<file path="config.mk">
export PLATFORM = sky130hd
export DESIGN_NAME = exec_unit_flat
export DESIGN_NICKNAME = d
export VERILOG_FILES = /design/src/rtl/exec_unit_pkg.sv /design/src/rtl/exec_unit_if.sv /design/src/rtl/exec_unit_muldiv.sv /design/src/rtl/exec_unit.sv /design/src/flat_wrapper.sv
export SDC_FILE = /design/constraint.sdc
export NUM_CORES = 1
export LEC_CHECK = 0
export CAP_MARGIN = 0
export CORE_MARGIN = 2
export CORE_UTILIZATION = 65
export CTS_CLUSTER_DIAMETER = 60
export CTS_CLUSTER_SIZE = 8
export DETAILED_ROUTE_END_ITERATION = 12
export PLACE_DENSITY = 0.87
export SETUP_SLACK_MARGIN = 0.05
export SYNTH_ARGS = -nofsm -noshare
export SYNTH_HDL_FRONTEND = slang
export SYNTH_SLANG_ARGS = --single-unit
</file>
<file path="constraint.sdc">
create_clock -name clk -period 5.7 [get_ports clk]
set_input_delay 0.855 -clock clk [delete_from_list [all_inputs] [get_ports clk]]
set_output_delay 0.855 -clock clk [all_outputs]
set_load 0.005 [all_outputs]
</file>
<file path="src/rtl/exec_unit_pkg.sv">
// Shared types for the CPU execute stage.
//   SequencerState : state encoding of the upstream CPU sequencer
//   ExecOp         : 4-bit execute opcodes (11..15 are illegal)
//   ExecState      : internal exec_unit FSM states
package exec_unit_pkg;

  typedef enum logic [2:0] {
    SIDLE   = 3'd0,
    SFETCH  = 3'd1,
    SDECODE = 3'd2,
    SREG    = 3'd3,
    SCALC   = 3'd4,
    SWB     = 3'd5,
    SERR    = 3'd6
  } SequencerState;

  typedef enum logic [3:0] {
    OP_ADD   = 4'd0,
    OP_SUB   = 4'd1,
    OP_AND   = 4'd2,
    OP_OR    = 4'd3,
    OP_XOR   = 4'd4,
    OP_SHL   = 4'd5,
    OP_SHR   = 4'd6,
    OP_MUL   = 4'd7,
    OP_DIV   = 4'd8,
    OP_MOD   = 4'd9,
    OP_PASSB = 4'd10
  } ExecOp;

  typedef enum logic [1:0] {
    EX_IDLE = 2'd0,
    EX_BUSY = 2'd1,
    EX_DONE = 2'd2,
    EX_HOLD = 2'd3
  } ExecState;

endpackage

</file>
<file path="src/rtl/exec_unit_if.sv">
// Sequencer <-> execute-stage bundle.
//   q, opcode, op_a, op_b           : sequencer -> exec_unit
//   result, carry, done, err, busy  : exec_unit -> sequencer
// master = sequencer side, slave = exec_unit side.
interface exec_unit_if
  import exec_unit_pkg::*;
#(
  parameter int WIDTH = 8
);
  SequencerState    q;
  logic [3:0]       opcode;
  logic [WIDTH-1:0] op_a;
  logic [WIDTH-1:0] op_b;
  logic [WIDTH-1:0] result;
  logic             carry;
  logic             done;
  logic             err;
  logic             busy;

  modport master (
    output q, opcode, op_a, op_b,
    input  result, carry, done, err, busy
  );

  modport slave (
    input  q, opcode, op_a, op_b,
    output result, carry, done, err, busy
  );
endinterface

</file>
<file path="src/rtl/exec_unit_muldiv.sv">
// Iterative datapath: shift-add multiply / restoring divide, one step per
// cycle while step_i is high.
//   clk, rstn : clock, async active-low reset
//   load_i    : capture a_i/b_i and mode, clear the high half
//   step_i    : perform one iteration
//   div_i     : 1 = divide, 0 = multiply (sampled on load_i)
//   a_i, b_i  : multiplier/dividend, multiplicand/divisor
//   lo_o      : product low half / quotient
//   hi_o      : product high half / remainder
// lo_o/hi_o are the values after the current step, so the owner can
// capture the final result on the same edge as the last iteration.
module iter_muldiv #(
  parameter int WIDTH = 8
) (
  input  logic             clk,
  input  logic             rstn,
  input  logic             load_i,
  input  logic             step_i,
  input  logic             div_i,
  input  logic [WIDTH-1:0] a_i,
  input  logic [WIDTH-1:0] b_i,
  output logic [WIDTH-1:0] lo_o,
  output logic [WIDTH-1:0] hi_o
);

  logic [WIDTH-1:0] lo_q, hi_q, b_q;
  logic             div_q;
  logic [WIDTH-1:0] lo_d, hi_d;
  logic [WIDTH:0]   sum, shifted, diff;

  always_comb begin
    sum     = {1'b0, hi_q} + (lo_q[0] ? {1'b0, b_q} : '0);
    shifted = {hi_q, lo_q[WIDTH-1]};
    diff    = shifted - {1'b0, b_q};
    lo_d    = lo_q;
    hi_d    = hi_q;
    if (div_q) begin
      // diff[WIDTH] set means the trial subtraction borrowed: restore.
      if (!diff[WIDTH]) begin
        hi_d = diff[WIDTH-1:0];
        lo_d = {lo_q[WIDTH-2:0], 1'b1};
      end else begin
        hi_d = shifted[WIDTH-1:0];
        lo_d = {lo_q[WIDTH-2:0], 1'b0};
      end
    end else begin
      {hi_d, lo_d} = {sum, lo_q[WIDTH-1:1]};
    end
  end

  assign lo_o = lo_d;
  assign hi_o = hi_d;

  always_ff @(posedge clk or negedge rstn) begin
    if (!rstn) begin
      lo_q  <= '0;
      hi_q  <= '0;
      b_q   <= '0;
      div_q <= 1'b0;
    end else if (load_i) begin
      lo_q  <= a_i;
      hi_q  <= '0;
      b_q   <= b_i;
      div_q <= div_i;
    end else if (step_i) begin
      lo_q  <= lo_d;
      hi_q  <= hi_d;
    end
  end

endmodule

</file>
<file path="src/rtl/exec_unit.sv">
// Multicycle execute stage downstream of the CPU sequencer. Starts one
// operation per SCALC visit; single-cycle ALU ops finish the next cycle,
// MUL/DIV/MOD iterate WIDTH cycles in iter_muldiv.
//   clk, rstn : clock, async active-low reset
//   bus       : exec_unit_if.slave (q/opcode/op_a/op_b in;
//               result/carry/done/err/busy out, all registered)
module exec_unit
  import exec_unit_pkg::*;
#(
  parameter int WIDTH = 8
) (
  input  logic        clk,
  input  logic        rstn,
  exec_unit_if.slave  bus
);

  localparam int SHW = $clog2(WIDTH);

  ExecState         state_q;
  logic [3:0]       op_q;
  logic [SHW-1:0]   cnt_q;
  logic [WIDTH-1:0] result_q;
  logic             carry_q, done_q, err_q, busy_q;

  logic [WIDTH-1:0] alu_res;
  logic             alu_carry, alu_single, alu_iter;
  logic [WIDTH:0]   sum;
  logic             in_calc, load;
  logic [WIDTH-1:0] md_lo, md_hi;

  assign in_calc = (bus.q == SCALC);

  always_comb begin
    alu_res    = '0;
    alu_carry  = 1'b0;
    alu_single = 1'b0;
    alu_iter   = 1'b0;
    sum        = {1'b0, bus.op_a} + {1'b0, bus.op_b};
    case (bus.opcode)
      OP_ADD:   begin alu_res = sum[WIDTH-1:0]; alu_carry = sum[WIDTH]; alu_single = 1'b1; end
      OP_SUB:   begin alu_res = bus.op_a - bus.op_b; alu_carry = (bus.op_a < bus.op_b); alu_single = 1'b1; end
      OP_AND:   begin alu_res = bus.op_a & bus.op_b; alu_single = 1'b1; end
      OP_OR:    begin alu_res = bus.op_a | bus.op_b; alu_single = 1'b1; end
      OP_XOR:   begin alu_res = bus.op_a ^ bus.op_b; alu_single = 1'b1; end
      OP_SHL:   begin alu_res = bus.op_a << bus.op_b[SHW-1:0]; alu_single = 1'b1; end
      OP_SHR:   begin alu_res = bus.op_a >> bus.op_b[SHW-1:0]; alu_single = 1'b1; end
      OP_PASSB: begin alu_res = bus.op_b; alu_single = 1'b1; end
      OP_MUL:   alu_iter = 1'b1;
      OP_DIV,
      OP_MOD:   alu_iter = (bus.op_b != '0);
      default:  ;
    endcase
  end

  assign load = (state_q == EX_IDLE) && in_calc && alu_iter;

  iter_muldiv #(.WIDTH(WIDTH)) u_muldiv (
    .clk    (clk),
    .rstn   (rstn),
    .load_i (load),
    .step_i ((state_q == EX_BUSY) && in_calc),
    .div_i  (bus.opcode != OP_MUL),
    .a_i    (bus.op_a),
    .b_i    (bus.op_b),
    .lo_o   (md_lo),
    .hi_o   (md_hi)
  );

  always_ff @(posedge clk or negedge rstn) begin
    if (!rstn) begin
      state_q  <= EX_IDLE;
      op_q     <= '0;
      cnt_q    <= '0;
      result_q <= '0;
      carry_q  <= 1'b0;
      done_q   <= 1'b0;
      err_q    <= 1'b0;
      busy_q   <= 1'b0;
    end else begin
      case (state_q)
        EX_IDLE: begin
          if (in_calc) begin
            if (alu_single) begin
              result_q <= alu_res;
              carry_q  <= alu_carry;
              done_q   <= 1'b1;
              state_q  <= EX_DONE;
            end else if (alu_iter) begin
              op_q     <= bus.opcode;
              cnt_q    <= '0;
              busy_q   <= 1'b1;
              state_q  <= EX_BUSY;
            end else begin
              err_q    <= 1'b1;
              state_q  <= EX_HOLD;
            end
          end
        end
        EX_BUSY: begin
          if (!in_calc) begin
            busy_q  <= 1'b0;
            state_q <= EX_IDLE;
          end else if (cnt_q == SHW'(WIDTH-1)) begin
            result_q <= (op_q == OP_MOD) ? md_hi : md_lo;
            carry_q  <= (op_q == OP_MUL) && (|md_hi);
            done_q   <= 1'b1;
            busy_q   <= 1'b0;
            state_q  <= EX_DONE;
          end else begin
            cnt_q <= cnt_q + SHW'(1);
          end
        end
        EX_DONE: begin
          done_q  <= 1'b0;
          state_q <= in_calc ? EX_HOLD : EX_IDLE;
        end
        EX_HOLD: begin
          done_q <= 1'b0;
          err_q  <= 1'b0;
          if (!in_calc) state_q <= EX_IDLE;
        end
        default: state_q <= EX_IDLE;
      endcase
    end
  end

  assign bus.result = result_q;
  assign bus.carry  = carry_q;
  assign bus.done   = done_q;
  assign bus.err    = err_q;
  assign bus.busy   = busy_q;

endmodule

</file>
<file path="src/flat_wrapper.sv">
// flat-port wrapper written by rule: the top's interface ports become plain ports
module exec_unit_flat import exec_unit_pkg::*;
#(
  parameter int WIDTH = 8
)
  (clk, rstn, bus_q, bus_opcode, bus_op_a, bus_op_b, bus_result, bus_carry, bus_done, bus_err, bus_busy);
  exec_unit_if #(.WIDTH(WIDTH)) bus_i ();
  input  logic clk;
  input  logic rstn;
  input wire logic [$bits(bus_i.q)-1:0] bus_q;
  input wire logic [$bits(bus_i.opcode)-1:0] bus_opcode;
  input wire logic [$bits(bus_i.op_a)-1:0] bus_op_a;
  input wire logic [$bits(bus_i.op_b)-1:0] bus_op_b;
  output wire logic [$bits(bus_i.result)-1:0] bus_result;
  output wire logic [$bits(bus_i.carry)-1:0] bus_carry;
  output wire logic [$bits(bus_i.done)-1:0] bus_done;
  output wire logic [$bits(bus_i.err)-1:0] bus_err;
  output wire logic [$bits(bus_i.busy)-1:0] bus_busy;
  assign bus_i.q = bus_q;
  assign bus_i.opcode = bus_opcode;
  assign bus_i.op_a = bus_op_a;
  assign bus_i.op_b = bus_op_b;
  assign bus_result = bus_i.result;
  assign bus_carry = bus_i.carry;
  assign bus_done = bus_i.done;
  assign bus_err = bus_i.err;
  assign bus_busy = bus_i.busy;
  exec_unit #(.WIDTH(WIDTH)) u_core (.clk(clk), .rstn(rstn), .bus(bus_i));
endmodule
</file>
## Word-level counts from Yosys, hierarchy flattened

Index checks and enable logic that the tools add are counted.
Widths: inputs -> output; s select.

- $add $sub $neg: 5
- Order comparisons: 1
- Equal/unequal tests: 28
- Shift operators: 2
- Mux-type cells: 53
- Bitwise logic cells: 4
- Reductions and logical operators: 21

Operators with widths:

| cell | number |
|---|---|
| $mux 8 | 13 |
| $pmux 8 s8 | 1 |
| $eq 4x3->1 const B | 5 |
| $mux 1 | 18 |
| $eq 4x4->1 const B | 4 |
| $pmux 8 s2 | 1 |
| $reduce_or 8->1 | 2 |
| $mux 3 | 5 |
| $mux 2 | 7 |
| $reduce_and 4->1 | 3 |
| $ne 2x2->1 const B | 5 |
| $pmux 1 s2 | 5 |
| $reduce_and 5->1 | 2 |
| $add 8x8->9 | 1 |
| $add 8x9->9 | 1 |
| $sub 9x8->9 | 1 |
| $and 8x8->8 | 1 |
| $eq 4x2->1 const B | 2 |
| $lt 8x8->1 | 1 |
| $ne 2x1->1 const B | 4 |
| $or 8x8->8 | 1 |
| $pmux 2 s4 | 1 |
| $reduce_bool 8->1 | 1 |
| $shl 8x3->8 | 1 |
| other kinds (20) | 28 |

- Bits in registers: 46
- Bits of input ports: 25
- Logic and storage cells: 126

## Logic depth before layout (Yosys ltp)

Gate-level depths: netlist (run 1).

- Word-level depth: 8
- Mapped depth: 12
- Depth with buffers taken out: 12

## Modules after synthesis

Synthesis (run 1) repeated with hierarchy kept, for this count alone.

- Cells, all modules: 617
- Area total of the unflattened synthesis: 5144.9 um2

Modules (own cells, without submodules):

| module | times used | cells each | area an instance (um2) |
|---|---|---|---|
| exec_unit | 1 | 357 | 2970.3 |
| iter_muldiv | 1 | 260 | 2174.6 |

## Worst setup path before layout (run 1)

Ideal clock, no wire load.

- Path kind: input to register
- Start point: input port bus_op_b[1]
- End point: register u_core.result_q[5], in the netlist u_core.bus.result[5]
- Arrival time: 2.929 ns
- Slack: 2.646 ns
- Stages: 11
- Path buffers: 1
- Cell sequence: clkbuf_1 > inv_1 > ha_1 > o21ba_2 > o21bai_1 > a2111oi_0 > a311oi_1 > xor2_1 > o221ai_1 > a21oi_1 > a21oi_1

- Cells in the longest elaborated chain, start to end: 5
- Elaborated cells between the ends (all ways): 8

RTL lines:

| what | RTL line | source |
|---|---|---|
| start, declared | flat_wrapper.sv:13 | `input wire logic [$bits(bus_i.op_b)-1:0] bus_op_b;` |
| $sub 8x8->8, or another cell as far along | exec_unit.sv:41 | `OP_SUB: begin alu_res = bus.op_a - bus.op_b; alu_carry = (bus.op_a < bus.op_b); alu_single = 1'b1; end` |
| $pmux 8 s8 * | exec_unit.sv:39 | `case (bus.opcode)` |
| $mux 8 * | exec_unit.sv:83 | `if (alu_single) begin` |
| $mux 8 * | exec_unit.sv:82 | `if (in_calc) begin` |
| $pmux 8 s2 * | exec_unit.sv:80 | `case (state_q)` |
| end signal, assigned | exec_unit.sv:84 | `result_q <= alu_res;` |
| end signal, assigned | exec_unit.sv:104 | `result_q <= (op_q == OP_MOD) ? md_hi : md_lo;` |
| end, declared | exec_unit.sv:22 | `logic [WIDTH-1:0] result_q;` |

Mark *: on every way between the ends. The rest lies on a longest branch, timed or not. The select of a mux whose other input is x is not followed.
A chain may end at the register's enable or synchronous reset.

## Final worst setup path (run 1)

- Start point: input port bus_op_b[0]
- End point: register u_core.carry_q, in the netlist u_core.bus.carry

- Cells in the longest elaborated chain, start to end: 5
- Elaborated cells between the ends (all ways): 6

RTL lines:

| what | RTL line | source |
|---|---|---|
| $add 8x8->9 / $lt 8x8->1 (equally long branches) | exec_unit.sv:38, exec_unit.sv:41 |  |
| $pmux 1 s2 * | exec_unit.sv:39 |  |
| $mux 1 * | exec_unit.sv:83 |  |
| $mux 1 * | exec_unit.sv:82 |  |
| $pmux 1 s2 * | exec_unit.sv:80 |  |
| end signal, assigned | exec_unit.sv:85 | `carry_q <= alu_carry;` |
| end signal, assigned | exec_unit.sv:105 | `carry_q <= (op_q == OP_MUL) && (\|md_hi);` |
| end, declared | exec_unit.sv:23 | `logic carry_q, done_q, err_q, busy_q;` |

Marks and branches as above.

==> impl_metrics.ini, run 1 <==
[run_status]
status = complete, no violations

[setup_path]
crit_type = in -> reg
r2r-end = u_core.bus.result[1]
cp_top_family = buffers and inverters
r2r_slack_ns = 2.38
crit_buf_inv = 2
cp.arrival_ns = 4.22
slowest_delay_ns = 1.14
crit_fanout = 22
rr_worst_depth = 12
crit_chain = clkdlybuf4s50_1, ha_1, inv_1, fa_1, nor2b_1, o21ai_0, a31oi_1, o2111ai_1, nor2_1, o21ai_0, and4bb_1, a31oi_1
crit_path_end_kind = flop
worst-path-stages = 12
r2r_start = u_core.u_muldiv.lo_q[7]
cp_slowest_cell = clkdlybuf4s50_1
critPathLaunchType = input port
required_ns = 5.93

[finish]
fin_util_pct = 73.52
syn2layout_area_growth_pct = 9.760
antennaDiodeCount = 0
layout.nets = 697
fin_area_um2 = 5333
instances_no_fill = 725
drive_gt1_share_pct = 5.591

[sta]
setup_viol = 0
fin_crit_sh_pct = 70.05
worst_pin_slew_ns = 1.019
fin_setup_tns_ns = 0
slew_headroom_pct = 31.85
slew_violations = 0
period_needed_ns = 3.993
finalHoldViolCount = 0
rsz0062_at_grt = false
worst_clock_skew_ns = 0.01173
fmax_mhz = 250.5

[placed_design]
io_buffers = 36
gp_congestion = 1.019
dp_hpwl_um = 11230
place_area_um2 = 5215
place_inst = 717

[floorplanning]
fp.dieW_um = 90.46
die_area_um2 = 8182
core_area_um2 = 7253
start_util_pct = 66.98
die_h_um = 90.46
rows = 31
io_pins = 37

[yosys]
syn_nets = 687
synth_top_flop_cell = dfrtp_1
ys_ff_latch = 46
yosysWarningCount = 0
syn-cell-area_um2 = 4858
avgSynthCellArea_um2 = 7.900
synthArstFlopShare_pct = 100.0
synth_cells = 615
netlist-cell-type-count = 70
synth_edf_count = 0
ys_seq_area_share_pct = 23.69

[detailed_routing]
drtPass1Iterations = 5
dr_total_vias = 4891
drtIter0Drc = 481
routed_wl_um = 14920
antenna_left = 0
viasPerCell = 6.746
wl_per_cell_um = 20.58
drc_errors = 0

[power]
power_mw = 1.441
p_per_area_nw_per_um2 = 270.1
power.internal_mw = 0.8294
combPwrFrac_pct = 48.4
switchingPower_mw = 0.6112
ir_worst_vdd_mv = 0.1469
sw_frac_of_total_pct = 42.43
clock_power_share_pct = 18.2
p_leak_nw = 2.259
pwr-share-seq_pct = 33.4

[grt]
grt_max_degree = 47
grt-ovfl-total = 0
antenna_found_initial = 0
grt_first_pass_wirelength_um = 23840
grt_pass1_vias = 4687
grtUsageTotal_pct = 36.45

[hold_path]
holdPathStages = 1
hold_class = reg -> reg
hold_start = u_core.cnt_q[1]
whs_endpoint = u_core.cnt_q[1]

[cts]
clockRootBuffer = clkbuf_8
cts_resized = 0
post_cts_buffers = 0
cts.hold.buffers_added = 0
htreeDepth = 2
clock_latency_ns = 0.32
cts_buffers = 5
cts.sinks = 46
cts_tree = done
clockBufferDepth = 2
path_clk_slew_ns = 0.10

[flow_run]
maxCapViolations = 0
==> cells in the mapped netlist (all sizes together) (7+ instances only) <==
library cell   n  share of area, %
clkbuf        25               1.9
o21ai         59               6.2
a21oi         58               6.2
a31oi          8               1.2
dfrtp         46                24
xnor2         11               2.0
ha            43                11
mux4           7               3.2
nand2         51               3.9
nor2          68               5.3
inv           38               2.9
nand3         16               1.6
and2          10               1.3
nor2b          9               1.2
mux2i         21               4.3
buf           11               1.2
o211ai        10               1.5
nor3          16               1.6
a211oi         8               1.4
==> cell usage in the layout, fill, tap and decap left out, types with 16 or more instances in the layout <==
master	count
nor2_1	67
a21oi_1	57
nand2_1	51
dfrtp_1	46
ha_1	43
o21ai_0	42
inv_1	37
clkdlybuf4s50_1	35
mux2i_1	21
nor3_1	16
nand3_1	16
==> metrics by stage <==
step | hold WS (ns) | worst slack (ns)
2_1_floorplan | 0.4562 | 2.646
3_3_place_gp | 0.4673 | 1.568
3_5_place_dp | 0.5011 | 1.470
4_1_cts | 0.5282 | 1.792
5_1_grt | 0.5393 | 1.474
6_report | 0.5232 | 1.707
==> power groups by stage <==
stage / Clock [mW] / Combinational, mW / Sequential (mW)
2_1_floorplan: 0 / 0.487 / 0.447
3_3_place_gp: 0 / 0.659 / 0.480
3_5_place_dp: 0 / 0.678 / 0.484
4_1_cts: 0.258 / 0.684 / 0.478
5_1_grt: 0.273 / 0.761 / 0.487
6_report: 0.262 / 0.698 / 0.481
==> how the worst max path moves through the flow <==
| stage | start | to | slack (ns) |
|---|---|---|---|
| after floorplan | bus_op_b[1] | u_core.bus.result[5] | 2.65 |
| after global placement | bus_op_b[0] | u_core.bus.carry | 1.57 |
| after detailed placement | bus_op_b[0] | u_core.bus.carry | 1.47 |
| after CTS | bus_op_b[0] | u_core.bus.carry | 1.79 |
| after global routing | bus_op_b[0] | u_core.bus.carry | 1.47 |
| final | bus_op_b[0] | u_core.bus.carry | 1.71 |
==> final cells by class <==
type	count	area, um2
Sequential cell	46	1151
Multi-Input combinational cell	495	3420
Tap cell	99	123.9
Clock buffer	5	68.82
Inverter	38	142.6
Clock inverter	3	48.80
Fill cell	568	1921
Timing Repair Buffer	39	377.9
==> cell families after synthesis <==
| group | count (synthesis) | share of synthesized area [%] |
|---|---|---|
| AO/OA/AOI/OAI | 205 | 27.14 |
| buffers and inverters | 74 | 6.103 |
| AND/OR/NAND/NOR | 195 | 18.80 |
| adder cells (fa/ha/maj) | 47 | 12.72 |
| flip-flops | 46 | 23.69 |
| multiplexers | 32 | 8.498 |
| XOR/XNOR | 16 | 3.039 |
==> layer usage <==
metal,vias to the layer above,track usage [%],part of all wire [%]
li1,2265,-,-
met1,2278,44.71,38
met2,289,62.16,49
met3,59,5.843,7.8
met4,0,18.33,5.1
met5,-,0,0
==> sequential cells by signal (all words and copies together), names as in the netlist <==
register	cells
u_core.state_q	2
u_core.op_q	4
u_core.u_muldiv.b_q	8
u_core.bus.done	1
u_core.u_muldiv.hi_q	8
u_core.bus.carry	1
u_core.bus.busy	1
u_core.cnt_q	3
u_core.bus.result	8
u_core.u_muldiv.div_q	1
u_core.u_muldiv.lo_q	8
u_core.bus.err	1
==> worst reg2reg max path, cell delays in order (launching register included) <==
cell,delay [ns]
dfrtp_1,0.41
inv_1,0.08
ha_1,0.19
inv_1,0.07
fa_1,0.48
a211oi_2,0.31
o21ai_2,0.14
a21oi_4,0.22
a21oi_1,0.06
a211oi_1,0.56
mux2i_1,0.14
a221oi_1,0.43
nor2_1,0.10
(Power assumes the default switching activity.)
==> inputs of run 2 (changes only) <==
--- a/config.mk
+++ b/config.mk
@@ -7,11 +7,11 @@
 export LEC_CHECK = 0
 export CAP_MARGIN = 0
 export CORE_MARGIN = 2
-export CORE_UTILIZATION = 65
+export CORE_UTILIZATION = 55
 export CTS_CLUSTER_DIAMETER = 60
 export CTS_CLUSTER_SIZE = 8
 export DETAILED_ROUTE_END_ITERATION = 12
-export PLACE_DENSITY = 0.87
+export PLACE_DENSITY = 0.79
 export SETUP_SLACK_MARGIN = 0.05
 export SYNTH_ARGS = -nofsm -noshare
 export SYNTH_HDL_FRONTEND = slang
==> constraint.sdc (replaced) <==
create_clock -name clk -period 3.2 [get_ports clk]
set_input_delay 0.48 -clock clk [delete_from_list [all_inputs] [get_ports clk]]
set_output_delay 0.48 -clock clk [all_outputs]
set_load 0.005 [all_outputs]
==> run 2 against run 1 <==
Clock skew down 0.0018 ns. Critical path depth unchanged. Sequential power up 74%. Final cell count up 6.2%. Total power up 84%. Critical endpoint is now u_core.u_muldiv.hi_q[7].
==> impl_metrics.ini, run 2 (same netlist as run 1, synthesis figures left out) <==
[setup_path]
crit_type = reg -> reg
rr_worst_depth = 12
r2r_slack_ns = 0.25
r2r-end = u_core.u_muldiv.hi_q[7]
crit_path_end_kind = flop
r2r_start = u_core.u_muldiv.lo_q[7]
required_ns = 3.41
critPathLaunchType = flop
crit_path_end = u_core.u_muldiv.hi_q[7]
cp.arrival_ns = 3.16
crit_fanout = 5
cp-startpoint = u_core.u_muldiv.lo_q[7]

[finish]
fin_util_pct = 65.44
syn2layout_area_growth_pct = 16.33
drive_gt1_share_pct = 11.33
instances_no_fill = 770
final_common_cell = nor2_1
final_cell_mix = 67 x nor2_1, 57 x a21oi_1, 51 x nand2_1
antennaDiodeCount = 0
fin_area_um2 = 5652
layout.nets = 733

[cts]
clockRootBuffer = clkbuf_8
clockBufferDepth = 2
htreeDepth = 2
cts.hold.buffers_added = 0
clock_latency_ns = 0.30
post_cts_buffers = 0
cts.sinks = 46
path_clk_slew_ns = 0.10
cts_resized = 0
cts_tree = done
cts_buffers = 5

[sta]
worst_pin_slew_ns = 1.027
finalHoldViolCount = 0
setup_viol = 0
rsz0062_at_grt = false
fmax_mhz = 338.9
fin_setup_tns_ns = 0
period_needed_ns = 2.951
slew_violations = 0
worst_clock_skew_ns = 0.009963
fin_crit_sh_pct = 92.22
slew_headroom_pct = 31.51

[detailed_routing]
routed_wl_um = 15440
wl_per_cell_um = 20.05
antenna_left = 0
drtIter0Drc = 398
dr_total_vias = 4999
drc_errors = 0
drtPass1Iterations = 7
viasPerCell = 6.492

[floorplanning]
rows = 34
die_area_um2 = 9601
core_area_um2 = 8636
fp.dieW_um = 97.99
io_pins = 37
start_util_pct = 56.26
die_h_um = 97.99

[grt]
grtUsageTotal_pct = 32.17
grt_pass1_vias = 4893
grt-ovfl-total = 0
grt_first_pass_wirelength_um = 25130
antenna_found_initial = 0
grt_max_degree = 47

[hold_path]
hold_class = in -> async

[run_status]
status = complete, no violations

[placed_design]
io_buffers = 36
gp_congestion = 1.023
dp_hpwl_um = 12140
place_area_um2 = 5509
place_inst = 762

[power]
power_mw = 2.645
p_per_area_nw_per_um2 = 467.9
p_leak_nw = 2.442
ir_worst_vdd_mv = 0.2885

[flow_run]
maxCapViolations = 0
-- run 2: changes by cell type in the layout (fill, tap and decap cells not counted), sizes merged --
cell	previous run	this run
inv	39	38
clkinvlp	1	2
buf	4	40
-- run 2: where the power goes --
part,switching (mW),internal (mW)
logic,0.757,0.596
clock network,0.220,0.233
registers,0.128,0.710
-- run 2: final cells by class --
class                   count  area, um2
multi-input cells         495       3448
well taps                 108      135.1
repair buffers             75      660.6
clock inverters             3      45.04
flip-flops and latches     46       1151
inverters                  38      142.6
fillers                   729       2984
clock buffers               5      68.82
-- run 2: critical path, stage by stage (launching register included) --
cell and delay, ns:
dfrtp_1 0.41, inv_1 0.08, ha_1 0.17, inv_1 0.06, fa_1 0.48, a211oi_4 0.27, o21ai_2 0.13, a21oi_4 0.25
xor2_2 0.13, buf_4 0.19, o31ai_2 0.34, o31ai_1 0.16, o21ai_1 0.19
-- run 2: routing by layer --
layer  track usage (%)  vias to the layer above  share of wire (%)
li1                  -                     2325                  -
met1             42.17                     2390                 41
met2             54.37                      238                 49
met3             2.863                       46                6.2
met4             14.00                        0                4.2
met5                 0                        -                  0
-- run 2: per-stage QoR --
stage               hold WS (ns)  worst slack, ns
floorplan                 0.1844           0.5207
global placement          0.4714           0.1654
detailed placement        0.4819          0.09595
CTS                       0.3775           0.1833
global route              0.4281          0.05631
finish                    0.3487           0.2488
-- run 2: how the worst min path moves through the flow --
stage                         start                       to  slack, ns  cells past startpoint
finish                         rstn  u_core.u_muldiv.hi_q[1]       0.35                      1
CTS                            rstn  u_core.u_muldiv.lo_q[5]       0.38                      1
detailed placement  u_core.cnt_q[2]          u_core.cnt_q[2]       0.48                      2
global placement    u_core.cnt_q[2]          u_core.cnt_q[2]       0.47                      2
global route                   rstn  u_core.u_muldiv.hi_q[1]       0.43                      1
floorplan                      rstn          u_core.bus.busy       0.18                      0
